<file path="config.mk">
export PLATFORM = sky130hd
export DESIGN_NAME = rv_multi_divider
export DESIGN_NICKNAME = d
export VERILOG_FILES = /design/src/rtl/rv32i_types.sv /design/src/rtl/div_step.sv /design/src/rtl/rv_multi_divider.sv
export SDC_FILE = /design/constraint.sdc
export NUM_CORES = 1
export LEC_CHECK = 0
export BUFFER_PORTS_ARGS = -buffer_cell sky130_fd_sc_hd__buf_2
export CAP_MARGIN = 10
export CORE_ASPECT_RATIO = 1.5
export CORE_MARGIN = 4
export CORE_UTILIZATION = 35
export DETAILED_ROUTE_END_ITERATION = 7
export PLACE_DENSITY = 0.57
export SLEW_MARGIN = 20
export SYNTH_ARGS = -nofsm -noshare
export SYNTH_HDL_FRONTEND = slang
export SYNTH_SLANG_ARGS = --single-unit
</file>
<file path="constraint.sdc">
create_clock -name clk -period 15.2 [get_ports clk]
set_input_delay 3.04 -clock clk [delete_from_list [all_inputs] [get_ports clk]]
set_output_delay 3.04 -clock clk [all_outputs]
set_load 0.02 [all_outputs]
</file>
<file path="src/rtl/rv32i_types.sv">
// Shared RV32 type package for the EX-stage M-extension path.
//   m_funct3_t   : funct3 encodings of the RV32M ops (only div/divu/rem/remu
//                  are meaningful to the divider).
//   div_state_t  : iterative divider control states.
//   is_signed_m  : true for the signed divide ops (div, rem).
//   is_rem_m     : true for the ops returning the remainder (rem, remu).
package rv32i_types;

  typedef enum logic [2:0] {
    mul    = 3'b000,
    mulh   = 3'b001,
    mulhsu = 3'b010,
    mulhu  = 3'b011,
    div    = 3'b100,
    divu   = 3'b101,
    rem    = 3'b110,
    remu   = 3'b111
  } m_funct3_t;

  typedef enum logic [1:0] {
    IDLE,
    SHIFT,
    FIXUP,
    DONE
  } div_state_t;

  function automatic logic is_signed_m(input m_funct3_t f);
    return (f == div) || (f == rem);
  endfunction

  function automatic logic is_rem_m(input m_funct3_t f);
    return (f == rem) || (f == remu);
  endfunction

endpackage

</file>
<file path="src/rtl/div_step.sv">
// One combinational restoring-division iteration on a {rem,quo} register.
//   rq_i      : {partial remainder, remaining dividend / quotient bits}
//   divisor_i : divisor magnitude
//   rq_o      : register after shift-left-by-one and conditional subtract
module div_step #(
  parameter int unsigned WIDTH = 32
) (
  input  logic [2*WIDTH-1:0] rq_i,
  input  logic [WIDTH-1:0]   divisor_i,
  output logic [2*WIDTH-1:0] rq_o
);

  // The shifted partial remainder needs one extra bit: it may reach
  // 2*divisor-1, which can exceed WIDTH bits.
  logic [WIDTH:0]   upper;
  logic             ge;
  logic [WIDTH-1:0] rem_next;

  always_comb begin
    upper    = rq_i[2*WIDTH-1:WIDTH-1];
    ge       = (upper >= {1'b0, divisor_i});
    // When ge is set the true difference is below the divisor, so the
    // low WIDTH bits of the modular subtraction are exact.
    rem_next = ge ? (upper[WIDTH-1:0] - divisor_i) : upper[WIDTH-1:0];
    rq_o     = {rem_next, rq_i[WIDTH-2:0], ge};
  end

endmodule

</file>
<file path="src/rtl/rv_multi_divider.sv">
// Iterative restoring divider for RV32M DIV/DIVU/REM/REMU.
//   clk, rst   : clock, asynchronous active-high reset
//   start      : request, accepted only while ready
//   funct3     : op select, sampled on accept
//   dividend   : rs1, sampled on accept
//   divisor    : rs2, sampled on accept
//   flush      : kill in-flight op / block a simultaneous accept
//   ready      : high in IDLE only
//   div_done   : one-cycle result-valid pulse
//   quotient, remainder, result : valid with div_done, zero otherwise
// Divide-by-zero and signed overflow resolve at accept and go straight
// to DONE; other ops take WIDTH/BITS_PER_CYCLE SHIFT cycles plus FIXUP.
module rv_multi_divider
  import rv32i_types::*;
#(
  parameter int unsigned WIDTH          = 32,
  parameter int unsigned BITS_PER_CYCLE = 1
) (
  input  logic             clk,
  input  logic             rst,
  input  logic             start,
  input  m_funct3_t        funct3,
  input  logic [WIDTH-1:0] dividend,
  input  logic [WIDTH-1:0] divisor,
  input  logic             flush,
  output logic             ready,
  output logic             div_done,
  output logic [WIDTH-1:0] quotient,
  output logic [WIDTH-1:0] remainder,
  output logic [WIDTH-1:0] result
);

  localparam int unsigned     STEPS   = WIDTH / BITS_PER_CYCLE;
  localparam int unsigned     CW      = $clog2(STEPS + 1);
  localparam logic [WIDTH-1:0] MIN_NEG = {1'b1, {(WIDTH-1){1'b0}}};

  div_state_t         state_q, state_d;
  logic [2*WIDTH-1:0] rq_q, rq_d;
  logic [WIDTH-1:0]   dvsr_q, dvsr_d;
  logic [CW-1:0]      count_q, count_d;
  logic               neg_q_q, neg_q_d;
  logic               neg_r_q, neg_r_d;
  logic               is_rem_q, is_rem_d;
  logic [WIDTH-1:0]   quo_res_q, quo_res_d;
  logic [WIDTH-1:0]   rem_res_q, rem_res_d;

  logic               accept;
  logic               signed_in;
  logic               div_by_zero;
  logic               overflow;
  logic [WIDTH-1:0]   dividend_mag;
  logic [WIDTH-1:0]   divisor_mag;
  logic [2*WIDTH-1:0] chain [BITS_PER_CYCLE+1];

  // Unrolled restoring steps: BITS_PER_CYCLE quotient bits per SHIFT cycle.
  assign chain[0] = rq_q;

  for (genvar g = 0; g < BITS_PER_CYCLE; g++) begin : g_step
    div_step #(.WIDTH(WIDTH)) u_step (
      .rq_i      (chain[g]),
      .divisor_i (dvsr_q),
      .rq_o      (chain[g+1])
    );
  end

  always_comb begin
    accept       = start && (state_q == IDLE) && !flush;
    signed_in    = is_signed_m(funct3);
    div_by_zero  = (divisor == '0);
    overflow     = signed_in && (dividend == MIN_NEG) && (divisor == '1);
    dividend_mag = (signed_in && dividend[WIDTH-1]) ? -dividend : dividend;
    divisor_mag  = (signed_in && divisor[WIDTH-1])  ? -divisor  : divisor;
  end

  // State register
  always_ff @(posedge clk or posedge rst) begin
    if (rst) begin
      state_q <= IDLE;
    end else begin
      state_q <= state_d;
    end
  end

  // Next-state logic
  always_comb begin
    state_d = state_q;
    unique case (state_q)
      IDLE: begin
        if (accept) begin
          state_d = (div_by_zero || overflow) ? DONE : SHIFT;
        end
      end
      SHIFT: begin
        if (flush) begin
          state_d = IDLE;
        end else if (count_q == CW'(1)) begin
          state_d = FIXUP;
        end
      end
      FIXUP:   state_d = flush ? IDLE : DONE;
      DONE:    state_d = IDLE;
      default: state_d = IDLE;
    endcase
  end

  // Datapath next-state
  always_comb begin
    rq_d      = rq_q;
    dvsr_d    = dvsr_q;
    count_d   = count_q;
    neg_q_d   = neg_q_q;
    neg_r_d   = neg_r_q;
    is_rem_d  = is_rem_q;
    quo_res_d = quo_res_q;
    rem_res_d = rem_res_q;
    unique case (state_q)
      IDLE: begin
        if (accept) begin
          is_rem_d = is_rem_m(funct3);
          if (div_by_zero) begin
            quo_res_d = '1;
            rem_res_d = dividend;
          end else if (overflow) begin
            quo_res_d = dividend;
            rem_res_d = '0;
          end else begin
            rq_d    = {{WIDTH{1'b0}}, dividend_mag};
            dvsr_d  = divisor_mag;
            neg_q_d = signed_in && (dividend[WIDTH-1] ^ divisor[WIDTH-1]);
            neg_r_d = signed_in && dividend[WIDTH-1];
            count_d = CW'(STEPS);
          end
        end
      end
      SHIFT: begin
        rq_d    = chain[BITS_PER_CYCLE];
        count_d = count_q - CW'(1);
      end
      FIXUP: begin
        quo_res_d = neg_q_q ? -rq_q[WIDTH-1:0]       : rq_q[WIDTH-1:0];
        rem_res_d = neg_r_q ? -rq_q[2*WIDTH-1:WIDTH] : rq_q[2*WIDTH-1:WIDTH];
      end
      default: ;
    endcase
  end

  always_ff @(posedge clk or posedge rst) begin
    if (rst) begin
      rq_q      <= '0;
      dvsr_q    <= '0;
      count_q   <= '0;
      neg_q_q   <= 1'b0;
      neg_r_q   <= 1'b0;
      is_rem_q  <= 1'b0;
      quo_res_q <= '0;
      rem_res_q <= '0;
    end else begin
      rq_q      <= rq_d;
      dvsr_q    <= dvsr_d;
      count_q   <= count_d;
      neg_q_q   <= neg_q_d;
      neg_r_q   <= neg_r_d;
      is_rem_q  <= is_rem_d;
      quo_res_q <= quo_res_d;
      rem_res_q <= rem_res_d;
    end
  end

  // Outputs: results only visible during an unflushed DONE cycle.
  always_comb begin
    ready     = (state_q == IDLE);
    div_done  = (state_q == DONE) && !flush;
    quotient  = div_done ? quo_res_q : '0;
    remainder = div_done ? rem_res_q : '0;
    result    = div_done ? (is_rem_q ? rem_res_q : quo_res_q) : '0;
  end

endmodule

</file>
==> reports/qor.yml <==
run_status:
  status: "finished, final reports clean"
logic_synthesis:
  yosysTopAreaCellShare: 0.330
  syn-mean-instance-area_sq_um: 8.39
  synthesis.area_sq_um: 13000
  yosysMostFrequentCell: "dfrtp_1"
  synth_top_cell_by_area: "dfrtp_1"
  yosysWarnings: 0
  synth_ff_type: "dfrtp_1"
  synthDistinctLibCells: 86
  syn_inst: 1545
  ys_seq_area_frac: 0.330
  syn-num-nets: 1656
  netlist_top_cells_area: "dfrtp_1 (33%), xnor2_1 (4.9%), xor2_1 (4.9%)"
  async_reset_ff_frac: 1.00
  synth-seq-cells: 171
  ys_top_cells_by_count: "dfrtp_1 (171), nand2_1 (135), nor2_1 (113), o21ai_0 (104), inv_1 (84)"
  synth-edff-count: 0
worst_setup_path:
  crit_chain: "buf_2 > or2_2 > inv_2 > and2_1 > buf_2"
  r2r_cells: 10
  end_kind: "output pin"
  r2r_slack_ns: 11.25
  critPathMaxFanout: 65
  critical_path_class: "primary input to output pin"
  worst_r2r_endpoint: "rq_q[33]"
  startpoint: "flush"
  worst_path_max_delay_cell: "inv_2"
  worstPathRequired_ns: 12.16
  crit_arrival_ns: 4.77
  path_delay_family: "buffers and inverters"
  cp-start-kind: "primary input"
  worst-path-buf-inv: 3
  r2r_start: "rq_q[37]"
  crit_top_cell: "buf_2"
  crit_path_max_incr_delay_ns: 0.63
clock_tree:
  clock_tree.root_cell: "clkbuf_16"
  cts_tree: "done"
  clockBufferDepth: 2
  cts_hold_buf: 0
  htree_levels: 4
  insertion_delay_ns: 0.46
  cts_setup_buffers: 0
  clock-sinks: 171
  numCtsBuffers: 17
  cts_resized: 0
  clkTransAtPathRegs_ns: 0.07
global_routing:
  grt_pass1_vias: 11734
  busiest_layer: "met2"
  antenna_found_initial: 2
  use_met1: 0.259
  grt_max_degree: 95
  grt.total_usage: 0.223
  grt_pass1_wl_um: 69400
  use_met2: 0.387
  grt-ovfl-total: 0
  use_met3: 0.0286
sta:
  final_hold_viol_count: 0
  finalCritPeriodShare: 0.514
  slew_headroom: 0.267
  fmax_mhz: 128
  rsz0062_at_grt: "no"
  slew_violations: 0
  skew_ns: 0.00861
  min_period_ns: 7.81
  worst_slew_pin_slew_ns: 1.09
  setup_tns_ns: 0
  setup_viol: 0
floorplan:
  num_io_pins: 169
  core-area_sq_um: 36700
  initial_utilization: 0.353
  die_w_um: 165
  die_area_sq_um: 40200
  die_h_um: 244
  rows: 86
routing:
  avgViaCountPerCell: 5.70
  first_pass_iters: 6
  drt_drc_violations_left: 0
  finalWirelength_um: 45700
  wl_per_cell_um: 21.4
  first_iter_violations: 925
  num_vias: 12183
  ant_nets: 0
power:
  p_per_area_nw_per_um2: 165
  irDropWorstVdd_uv: 83.9
  power.leakage_nw: 6.61
  finalPower_w: 0.00243
hold_path:
  min-delay-path-class: "flop to flop"
  whs_endpoint: "dvsr_q[25]"
  worst_hold_startpoint: "dvsr_q[25]"
  worstHoldPathCells: 2
placement:
  dpl.hpwl_um: 35400
  routabilityCongestion: 0.951
  portBuffers: 168
finish:
  nets: 1752
  nFillCells: 3772
  syn2layout_area_growth_pct: 13.3
  drive_above_1_share: 0.158
flow_run:
  max_cap_viol_count: 0
worst max path at each step:
stage / end / slack [ns] / cells after the start
global route: quotient[8] / 7.24 / 5
global placement: remainder[13] / 7.17 / 5
finish: quotient[20] / 7.39 / 5
CTS: remainder[8] / 6.95 / 5
floorplan: count_q[0] / 7.53 / 1
detailed placement: remainder[8] / 6.95 / 5
logic make-up after synthesis:
| family | Yosys count | synth area share |
|---|---|---|
| XOR/XNOR | 145 | 0.0980 |
| AO/OA/AOI/OAI | 434 | 0.233 |
| buffers and inverters | 189 | 0.0589 |
| adder cells (fa/ha/maj) | 40 | 0.0392 |
| multiplexers | 34 | 0.0264 |
| flip-flops | 171 | 0.330 |
| AND/OR/NAND/NOR | 532 | 0.215 |
sequential cells by signal, summed over array words and instances (netlist names), 2 cells and up:
register,cells
count_q,6
dvsr_q,32
quo_res_q,32
rem_res_q,32
rq_q,64
state_q,2
worst register-to-register path, stage by stage, from the launching register on:
cell	delay, ns
dfrtp_1	0.49
ha_1	0.42
a211oi_1	0.27
nor2_1	0.10
or4_1	0.43
o22ai_2	0.27
o21a_1	0.29
o21ai_1	0.18
a31oi_2	0.51
nand2_2	0.41
a311o_1	0.45
cell usage in the layout (no fill, tap or decap), types with 39 or more instances in the layout:
| cell type | netlist | layout |
|---|---|---|
| o21ai_0 | 104 | 104 |
| dfrtp_1 | 171 | 170 |
| nor2_1 | 113 | 111 |
| ha_1 | 39 | 39 |
| a21oi_1 | 82 | 82 |
| and2_1 | 76 | 76 |
| nor3_1 | 42 | 42 |
| inv_1 | 84 | 82 |
| xnor2_1 | 73 | 73 |
| buf_2 | 16 | 168 |
| xor2_1 | 72 | 72 |
| nand2_1 | 135 | 135 |
layer usage:
| layer | up-vias | share of wire |
|---|---|---|
| met4 | 0 | 0.063 |
| met1 | 5848 | 0.39 |
| li1 | 5788 | - |
| met5 | - | 0 |
| met2 | 450 | 0.49 |
| met3 | 97 | 0.056 |
report_power, final:
part	leakage, nW	switching [W]	internal [W]	total [W]
clock	0.276	0.000202	0.000244	0.000445
sequential	2.12	0.000258	0.000621	0.000879
combinational	4.22	0.000632	0.000472	0.00110
total	6.61	0.00109	0.00134	0.00243
area by class of cell:
| type | count | area (sq um) | share of cell area |
|---|---|---|---|
| inverter | 85 | 324 | 0.0221 |
| tap | 484 | 606 | 0.0412 |
| clock buffer | 19 | 433 | 0.0295 |
| sequential | 171 | 4280 | 0.291 |
| timing repair buffer | 181 | 942 | 0.0641 |
| antenna | 1 | 2.50 | 0.000170 |
| clock inverter | 13 | 144 | 0.00980 |
| multi-input combinational | 1185 | 7960 | 0.542 |
metrics by stage:
stage / area [sq um] / std cells / worst slack [ns] / hold slack [ns] / utilization
2_1_floorplan: 13000 / 1545 / 7.53 / 0.450 / -
3_5_place_dp: 14100 / 2106 / 6.95 / 0.476 / 0.384
5_1_grt: 14700 / 2138 / 7.24 / 0.521 / 0.400
4_1_cts: 14700 / 2138 / 6.95 / 0.491 / 0.400
3_3_place_gp: 14100 / 2106 / 7.17 / 0.468 / 0.384
6_report: 14700 / 2139 / 7.39 / 0.483 / 0.400
(Power assumes the default switching activity.)
